**config.mk**
```make
export PLATFORM = sky130hd
export DESIGN_NAME = mem_arbiter
export DESIGN_NICKNAME = d
export VERILOG_FILES = /design/src/rtl/mem_arb_pkg.sv /design/src/rtl/mem_arb_timer.sv /design/src/rtl/mem_arbiter.sv
export SDC_FILE = /design/constraint.sdc
export NUM_CORES = 1
export LEC_CHECK = 0
export CAP_MARGIN = 20
export CELL_PAD_IN_SITES_DETAIL_PLACEMENT = 0
export CELL_PAD_IN_SITES_GLOBAL_PLACEMENT = 1
export CORE_ASPECT_RATIO = 1.1
export CORE_UTILIZATION = 24
export CTS_CLUSTER_DIAMETER = 150
export DETAILED_ROUTE_END_ITERATION = 12
export HOLD_SLACK_MARGIN = 0.1
export PLACE_DENSITY_LB_ADDON = 0.08
export SYNTH_ARGS = -nofsm -noshare
export SYNTH_HDL_FRONTEND = slang
export SYNTH_HIERARCHICAL = 1
export SYNTH_SLANG_ARGS = --single-unit
```
**constraint.sdc**
```tcl
create_clock -name clk -period 2.25 [get_ports clk]
set_input_delay 0.3375 -clock clk [delete_from_list [all_inputs] [get_ports clk]]
set_output_delay 0.3375 -clock clk [all_outputs]
set_load 0.01 [all_outputs]
```
**src/rtl/mem_arb_pkg.sv**
```systemverilog
// Shared definitions for the instruction/data memory arbiter.
// Holds the default widths and limits, the FSM state encoding, and the
// saturating-increment helper used by the arbitration counters.
package mem_arb_pkg;

  localparam int AW_DEF      = 32;
  localparam int DW_DEF      = 32;
  localparam int TIMEOUT_DEF = 15;
  localparam int STARVE_DEF  = 4;

  // Both the starve and wait counters fit 8 bits (limits are at most 255).
  localparam int CNT_W = 8;

  localparam logic [1:0] ST_IDLE     = 2'd0;
  localparam logic [1:0] ST_GRANT_IF = 2'd1;
  localparam logic [1:0] ST_GRANT_DM = 2'd2;

  typedef enum logic [1:0] {
    IDLE     = ST_IDLE,
    GRANT_IF = ST_GRANT_IF,
    GRANT_DM = ST_GRANT_DM
  } arb_state_e;

  // Increment that holds once the limit is reached.
  function automatic logic [CNT_W-1:0] sat_inc(input logic [CNT_W-1:0] val,
                                               input logic [CNT_W-1:0] lim);
    logic [CNT_W-1:0] res;
    if (val < lim) begin
      res = val + 8'd1;
    end else begin
      res = val;
    end
    return res;
  endfunction

endpackage

```
**src/rtl/mem_arb_timer.sv**
```systemverilog
// Wait counter for an outstanding memory grant.
// Ports: clk/rst (sync, active-high); clr restarts the count on a new grant;
// run is high while a grant is outstanding; ready is the memory completion;
// timeout flags the grant cycle in which the wait count reaches TIMEOUT.
module mem_arb_timer
  import mem_arb_pkg::*;
#(
  parameter int TIMEOUT = TIMEOUT_DEF
) (
  input  logic clk,
  input  logic rst,
  input  logic clr,
  input  logic run,
  input  logic ready,
  output logic timeout
);

  // The abort cycle is the one whose increment would make the count TIMEOUT.
  localparam logic [CNT_W-1:0] LIMIT = CNT_W'(TIMEOUT - 1);

  logic [CNT_W-1:0] wait_r;

  // Wait-cycle counter: restarts on grant, counts unready grant cycles.
  always_ff @(posedge clk) begin
    if (rst) begin
      wait_r <= 8'd0;
    end else if (clr) begin
      wait_r <= 8'd0;
    end else if (run && !ready) begin
      wait_r <= wait_r + 8'd1;
    end else begin
      wait_r <= wait_r;
    end
  end

  assign timeout = run && !ready && (wait_r == LIMIT);

endmodule

```
**src/rtl/mem_arbiter.sv**
```systemverilog
// Two-master arbiter in front of a single-ported memory.
// Ports: clk, rst (sync, active-high); fetch master if_req/if_addr ->
// if_rdata/if_ack; data master dm_req/dm_we/dm_be/dm_addr/dm_wdata ->
// dm_rdata/dm_ack; registered memory port mem_req/mem_we/mem_be/mem_addr/
// mem_wdata with mem_rdata/mem_ready back; err pulses on a timeout abort.
// Data master has priority, except that the fetch master is forced through
// after STARVE consecutive data grants taken while it was waiting.
module mem_arbiter
  import mem_arb_pkg::*;
#(
  parameter int AW      = AW_DEF,
  parameter int DW      = DW_DEF,
  parameter int TIMEOUT = TIMEOUT_DEF,
  parameter int STARVE  = STARVE_DEF
) (
  input  logic          clk,
  input  logic          rst,
  input  logic          if_req,
  input  logic [AW-1:0] if_addr,
  output logic [DW-1:0] if_rdata,
  output logic          if_ack,
  input  logic          dm_req,
  input  logic          dm_we,
  input  logic [3:0]    dm_be,
  input  logic [AW-1:0] dm_addr,
  input  logic [DW-1:0] dm_wdata,
  output logic [DW-1:0] dm_rdata,
  output logic          dm_ack,
  output logic          mem_req,
  output logic          mem_we,
  output logic [3:0]    mem_be,
  output logic [AW-1:0] mem_addr,
  output logic [DW-1:0] mem_wdata,
  input  logic [DW-1:0] mem_rdata,
  input  logic          mem_ready,
  output logic          err
);

  localparam logic [CNT_W-1:0] STARVE_LIM = CNT_W'(STARVE);

  arb_state_e       state_r, state_s;
  logic [CNT_W-1:0] starve_r;
  logic             grant_if_s, grant_dm_s, in_grant_s, done_s, timeout_s;
  logic             mem_req_r, mem_we_r;
  logic [3:0]       mem_be_r;
  logic [AW-1:0]    mem_addr_r;
  logic [DW-1:0]    mem_wdata_r;

  assign in_grant_s = (state_r != IDLE);
  // A reset cycle never completes the outstanding transaction.
  assign done_s     = in_grant_s && (mem_ready || timeout_s) && !rst;

  mem_arb_timer #(.TIMEOUT(TIMEOUT)) u_timer (
    .clk     (clk),
    .rst     (rst),
    .clr     (grant_if_s | grant_dm_s),
    .run     (in_grant_s),
    .ready   (mem_ready),
    .timeout (timeout_s)
  );

  // Idle-cycle arbitration: data first unless fetch has been starved.
  always_comb begin
    grant_if_s = 1'b0;
    grant_dm_s = 1'b0;
    if (state_r == IDLE) begin
      if (dm_req && !(if_req && (starve_r == STARVE_LIM))) begin
        grant_dm_s = 1'b1;
      end else if (if_req) begin
        grant_if_s = 1'b1;
      end else begin
        grant_if_s = 1'b0;
      end
    end else begin
      grant_dm_s = 1'b0;
    end
  end

  // Next-state and completion outputs.
  always_comb begin
    state_s  = state_r;
    if_ack   = 1'b0;
    dm_ack   = 1'b0;
    if_rdata = {DW{1'b0}};
    dm_rdata = {DW{1'b0}};
    err      = in_grant_s && timeout_s && !rst;
    case (state_r)
      IDLE: begin
        if (grant_dm_s) begin
          state_s = GRANT_DM;
        end else if (grant_if_s) begin
          state_s = GRANT_IF;
        end else begin
          state_s = IDLE;
        end
      end
      GRANT_IF: begin
        if (done_s) begin
          state_s = IDLE;
          if_ack  = 1'b1;
          // Timeout aborts return zero data.
          if_rdata = mem_ready ? mem_rdata : {DW{1'b0}};
        end else begin
          state_s = GRANT_IF;
        end
      end
      GRANT_DM: begin
        if (done_s) begin
          state_s = IDLE;
          dm_ack  = 1'b1;
          // Stores and timeout aborts return zero data.
          dm_rdata = (mem_ready && !mem_we_r) ? mem_rdata : {DW{1'b0}};
        end else begin
          state_s = GRANT_DM;
        end
      end
      default: begin
        state_s = IDLE;
      end
    endcase
  end

  // FSM state register.
  always_ff @(posedge clk) begin
    if (rst) begin
      state_r <= IDLE;
    end else begin
      state_r <= state_s;
    end
  end

  // Starve counter: counts data grants taken over a waiting fetch.
  always_ff @(posedge clk) begin
    if (rst) begin
      starve_r <= 8'd0;
    end else if (state_r == IDLE) begin
      if (grant_if_s || !if_req) begin
        starve_r <= 8'd0;
      end else if (grant_dm_s) begin
        starve_r <= sat_inc(starve_r, STARVE_LIM);
      end else begin
        starve_r <= starve_r;
      end
    end else begin
      starve_r <= starve_r;
    end
  end

  // Memory-port registers: payload captured at grant, request held until done.
  always_ff @(posedge clk) begin
    if (rst) begin
      mem_req_r   <= 1'b0;
      mem_we_r    <= 1'b0;
      mem_be_r    <= 4'h0;
      mem_addr_r  <= {AW{1'b0}};
      mem_wdata_r <= {DW{1'b0}};
    end else if (grant_dm_s) begin
      mem_req_r   <= 1'b1;
      mem_we_r    <= dm_we;
      mem_be_r    <= dm_be;
      mem_addr_r  <= dm_addr;
      mem_wdata_r <= dm_wdata;
    end else if (grant_if_s) begin
      mem_req_r   <= 1'b1;
      mem_we_r    <= 1'b0;
      mem_be_r    <= 4'hF;
      mem_addr_r  <= if_addr;
      mem_wdata_r <= {DW{1'b0}};
    end else if (done_s) begin
      mem_req_r   <= 1'b0;
    end else begin
      mem_req_r   <= mem_req_r;
    end
  end

  assign mem_req   = mem_req_r;
  assign mem_we    = mem_we_r;
  assign mem_be    = mem_be_r;
  assign mem_addr  = mem_addr_r;
  assign mem_wdata = mem_wdata_r;

endmodule

```
# Word level (Yosys, flattened, before mapping)
# Cells that the tools add are included.
# Widths: inputs -> output; s select.
op_classes:
  bitwise: 1
  muxes: 33
  n_eq_ne: 4
  order_cmp: 1
  reduce_logical: 24
  n_addsub: 2
ops:
  columns: ["operator", "n"]
  rows:
  - ["$mux 32", 10]
  - ["$mux 8", 3]
  - ["$add 8x1->8 const B", 2]
  - ["$mux 1", 15]
  - ["$logic_and 1x1->1", 9]
  - ["$eq 8x3->1 const B", 1]
  - ["$eq 8x4->1 const B", 1]
  - ["$lt 8x3->1 const B", 1]
  - ["$mux 4", 2]
  - ["$reduce_bool 2->1", 4]
  - ["$pmux 2 s3", 1]
  - ["$logic_not 1->1", 5]
  - ["$mux 2", 2]
  - ["$reduce_and 3->1", 1]
  - ["$reduce_bool 3->1", 1]
  - ["$eq 2x1->1 const B", 1]
  - ["$eq 2x2->1 const B", 1]
  - ["$logic_not 2->1", 1]
  - ["$logic_or 1x1->1", 2]
  - ["$reduce_or 2->1", 1]
  - ["$or 1x1->1", 1]
totals:
  elab_cells: 73
  ff_bits: 88
  inputBits: 138
  out_inout_bits: 137

# Depth between registers and ports, before layout
logic_depth:
  ltp_word: 9
  mapped_depth: 8
  depth_no_buf: 7

# Cells and area by module
# Netlist, hierarchy kept.
by_module_without_submodules:
  columns: ["module", "area_per_inst_um2", "instances", "cells_per_inst", "seq_area_each_um2"]
  rows:
  - ["mem_arbiter", 3673.5, 1, 475, 1601.5]
  - ["mem_arb_timer", 406.6, 1, 45, 160.2]

# Worst setup path after synthesis
# OpenSTA, ideal clock, no wires.
synth_timing:
  path_kind: "register to output"
  startpoint: "reg u_timer.wait_r[1]"
  endpoint: "out dm_ack"
  stages_incl_launch_ff: 6
  t_arrival_ns: 1.676
  required_ns: 1.913
  setup_slack_ns: 0.237
  path_buffers: 0
  path_cell_list: "dfxtp_1 ha_1 or4b_2 nor3_1 nor2_1 nor3_1"
synth_between:
  elab_chain_len: 7
synth_rtl:
  columns: ["item", "line", "text"]
  rows:
  - ["start: declaration", "mem_arb_timer.sv:21", "logic [CNT_W-1:0] wait_r;"]
  - ["start signal: assignment", "mem_arb_timer.sv:30", "wait_r <= wait_r + 8'd1;"]
  - ["start signal: assignment", "mem_arb_timer.sv:32", "wait_r <= wait_r;"]
  - ["$eq 8x4->1", "mem_arb_timer.sv:36", "assign timeout = run && !ready && (wait_r == LIMIT);"]
  - ["$logic_and 1x1->1", "mem_arb_timer.sv:36", null]
  - ["via timeout_s", "mem_arbiter.sv:43", "logic grant_if_s, grant_dm_s, in_grant_s, done_s, timeout_s;"]
  - ["$logic_or 1x1->1", "mem_arbiter.sv:51", "assign done_s = in_grant_s && (mem_ready || timeout_s) && !rst;"]
  - ["$logic_and 1x1->1 (2 in series)", "mem_arbiter.sv:51", null]
  - ["$mux 1", "mem_arbiter.sv:108", "if (done_s) begin"]
  - ["$mux 1", "mem_arbiter.sv:87", "case (state_r)"]
  - ["end: declaration", "mem_arbiter.sv:28", "output logic dm_ack,"]
# The timed path passes the listed nets, and every way through them passes these cells.

# Final worst setup path
layout_timing:
  startpoint: "reg u_timer.wait_r[0]"
  endpoint: "out err"
layout_between:
  elab_chain_len: 4
layout_rtl:
  columns: ["item", "line", "text"]
  rows:
  - ["$eq 8x4->1", "mem_arb_timer.sv:36", null]
  - ["$logic_and 1x1->1", "mem_arb_timer.sv:36", null]
  - ["via timeout_s", "mem_arbiter.sv:43", null]
  - ["$logic_and 1x1->1 (2 in series)", "mem_arbiter.sv:86", "err = in_grant_s && timeout_s && !rst;"]
  - ["end: declaration", "mem_arbiter.sv:36", "output logic err"]
# The timed path passes the listed nets, and every way through them passes these cells.

==> flow_summary.json <==
{
  "library_cell_occupying_the_most_area_in_the_post_synthesis_netlist": "dfxtp_1",
  "detail_route.wirelength_um": 15590,
  "synth_edf_count": 0,
  "synth_async_sr_flop_share": 0,
  "sinks_on_the_clock_net": 88,
  "cell_count_after_synthesis": 520,
  "layout_commonest_cell": "clkdlybuf4s50_1",
  "end_kind": "output port",
  "worst_hold_path_type": "flop to flop",
  "cts_tree": "yes",
  "cts_made_buffers": 9,
  "cp.arrival_ps": 1860,
  "port_buffers": 274,
  "post_synth.cell_area_avg_um2": 7.846,
  "postRouteAntennaNets": 0,
  "fmax_mhz": 454.4,
  "hold-path-cell-count": 1,
  "num_antenna_cells": 0,
  "grt_util_all_layers": 0.1741,
  "place.detailed.hpwl_um": 11090,
  "root_buffer": "clkbuf_16",
  "power_density_nw_per_um2": 561.0,
  "first_pass_drt_iterations": 4,
  "mappedNetlistNets": 662,
  "grt_antenna_before_repair": 0,
  "initial_utilization": 0.2474,
  "htree_levels": 3,
  "worstMarginPinSlew_ps": 867.4,
  "nNetsFinal": 931,
  "postSynth.topFlopCell": "dfxtp_1",
  "cap_violations": 0,
  "post-route-min-period_ps": 2201,
  "flow.area_growth_from_synthesis_pct": 84.21,
  "relSlewSlack": 0.4217,
  "final_min_period_over_clock_period": 0.9780,
  "yosysWarnings": 6,
  "finalMaxSlewViolations": 0,
  "grt_overflow_total": 0,
  "whs_ps": 462.9,
  "outcome": "finished, final reports clean",
  "reg2regPathDepth": 7,
  "grt_start_max_net_pins": 77,
  "worst-endpoint-required_ps": 1910,
  "die_h_um": 138.8,
  "setup_viol": 0,
  "routed-via-count": 4613,
  "worst-setup-path-type": "flop to output port",
  "grt_pass1_wl_um": 24210,
  "floorplan.die.width_um": 126.3,
  "clockBufferDepth": 2,
  "drc_errors": 0,
  "drive_gt1_frac": 0.08564,
  "ir_drop_mv": 0.3574,
  "netlist.area_leader.share": 0.4318,
  "clkLatencyLatePin_ps": 350,
  "dieArea_um2": 17530,
  "leakage_nw": 3.209,
  "gp_congestion": 0.7842,
  "worst-path-max-fanout": 3,
  "finish.utilization": 0.4557,
  "drt-wirelength-per-cell_um": 15.62,
  "yosysSeqAreaShare": 0.4318,
  "ios": 275,
  "postSynthRegisterBits": 88,
  "synth_cell_type_count": 40,
  "grt_pass1_vias": 4640,
  "worstSetupStartpointType": "flop",
  "layout_common_cells": "clkdlybuf4s50_1, nand2_1, dfxtp_1",
  "coreArea_um2": 16490,
  "drt_iter0_drc": 129,
  "path_clk_slew_ps": 70,
  "synth.cell_area_um2": 4080,
  "fin_clk_skew_ps": 16.31,
  "rsz_0062_raised_after_global_routing": "yes",
  "post_drt_via_cell_ratio": 4.622,
  "finalHoldViolations": 0,
  "floorplan.rows": 49,
  "synth.area.top_cells": "dfxtp_1, and2_1, nand2_1"
}
## Yosys cell counts, types with 2 or more instances
| library cell | count |
|---|---|
| ha_1 | 4 |
| nor2b_1 | 2 |
| or3_1 | 3 |
| o31ai_1 | 2 |
| nand3_1 | 36 |
| nor3_1 | 11 |
| buf_2 | 7 |
| buf_4 | 4 |
| a311oi_1 | 32 |
| a31oi_1 | 2 |
| dfxtp_1 | 88 |
| or2_2 | 2 |
| a22o_1 | 2 |
| or4_1 | 2 |
| o21ai_0 | 4 |
| nand3b_1 | 3 |
| and2_1 | 67 |
| inv_1 | 5 |
| nor2_1 | 50 |
| clkbuf_1 | 28 |
| nand2b_1 | 5 |
| buf_6 | 2 |
| nand2_1 | 101 |
| a21oi_1 | 42 |
## through the flow
step | power (mW) | std cells | instance area [um2] | worst slack (ps) | TNS [ps]
after global placement | 2.752 | 977 | 7113 | -272.7 | -11800
after CTS | 4.289 | 996 | 7417 | -44.61 | -124.4
after detailed placement | 2.760 | 977 | 7113 | -302.6 | -11970
final | 4.216 | 998 | 7516 | 49.43 | 0
after floorplan | 2.144 | 520 | 4080 | 236.5 | 0
after global routing | 4.440 | 998 | 7516 | -39.79 | -112.5
## final timing paths
check | start | slack [ps] | end
worst max-delay path | u_timer/wait_r[0]$_SDFFE_PP0P_ | 50 | err
worst min-delay path | starve_r[4]$_SDFFE_PP0P_ | 460 | starve_r[4]$_SDFFE_PP0P_
worst max register to register | starve_r[0]$_SDFFE_PP0P_ | 340 | mem_addr[9]$_SDFFE_PP0P_
worst min register to register | starve_r[4]$_SDFFE_PP0P_ | 460 | starve_r[4]$_SDFFE_PP0P_
## flip-flops by register name, indices dropped and copies added, names as in the netlist
| signal | cells |
|---|---|
| mem_we | 1 |
| starve_r | 8 |
| mem_be | 4 |
| mem_wdata | 32 |
| state_r | 2 |
| mem_addr | 32 |
| u_timer/wait_r | 8 |
| mem_req | 1 |
## routing by layer
layer | GRT usage | up-vias | part of all wire
met5 | 0 | - | 0
met4 | 0.05897 | 0 | 0.019
met3 | 0.06520 | 25 | 0.086
met2 | 0.3042 | 179 | 0.48
met1 | 0.1928 | 2104 | 0.41
li1 | - | 2305 | -
## cell families (layout without fill, tap and decap cells)
kind of cell             after synthesis  count (layout)  synth area share
AO/OA/AOI/OAI                         89              89            0.1509
XOR/XNOR                               2               2          0.004294
adder cells (fa/ha/maj)                4               4           0.01227
buffers and inverters                 46             320           0.05182
flip-flops                            88              88            0.4318
multiplexers                           1               1          0.002760
AND/OR/NAND/NOR                      290             290            0.3462
## what timing repair did
| item | CTS | global route |
|---|---|---|
| resized for setup | 70 | 22 |
| cloned | 1 | 1 |
| hold buffers | 0 | 0 |
| setup buffers | 2 | 1 |
| endpoints found under the setup margin | 65 | 19 |
| pin swaps | 4 | 3 |
## final cells by class
cell class | instances | area (um2)
Clock buffer | 9 | 225.2
Clock inverter | 7 | 71.32
Fill cell | 1685 | 8976
Inverter | 5 | 18.77
Multi-Input combinational cell | 386 | 2188
Sequential cell | 88 | 1764
Tap cell | 204 | 255.2
Timing Repair Buffer | 299 | 2993
## where the power goes
part           internal [mW]  switching [mW]
clock                  0.780           0.717
sequential              1.67          0.0578
combinational          0.558           0.436
total                   3.01            1.21
## critical path, cell delays in order, from the launching register on
cell and delay [ps]:
dfxtp_2 320, inv_2 60, ha_4 120, or4b_4 460, nor3_4 210, nor3b_2 200, buf_2 150
(Power assumes the default switching activity.)
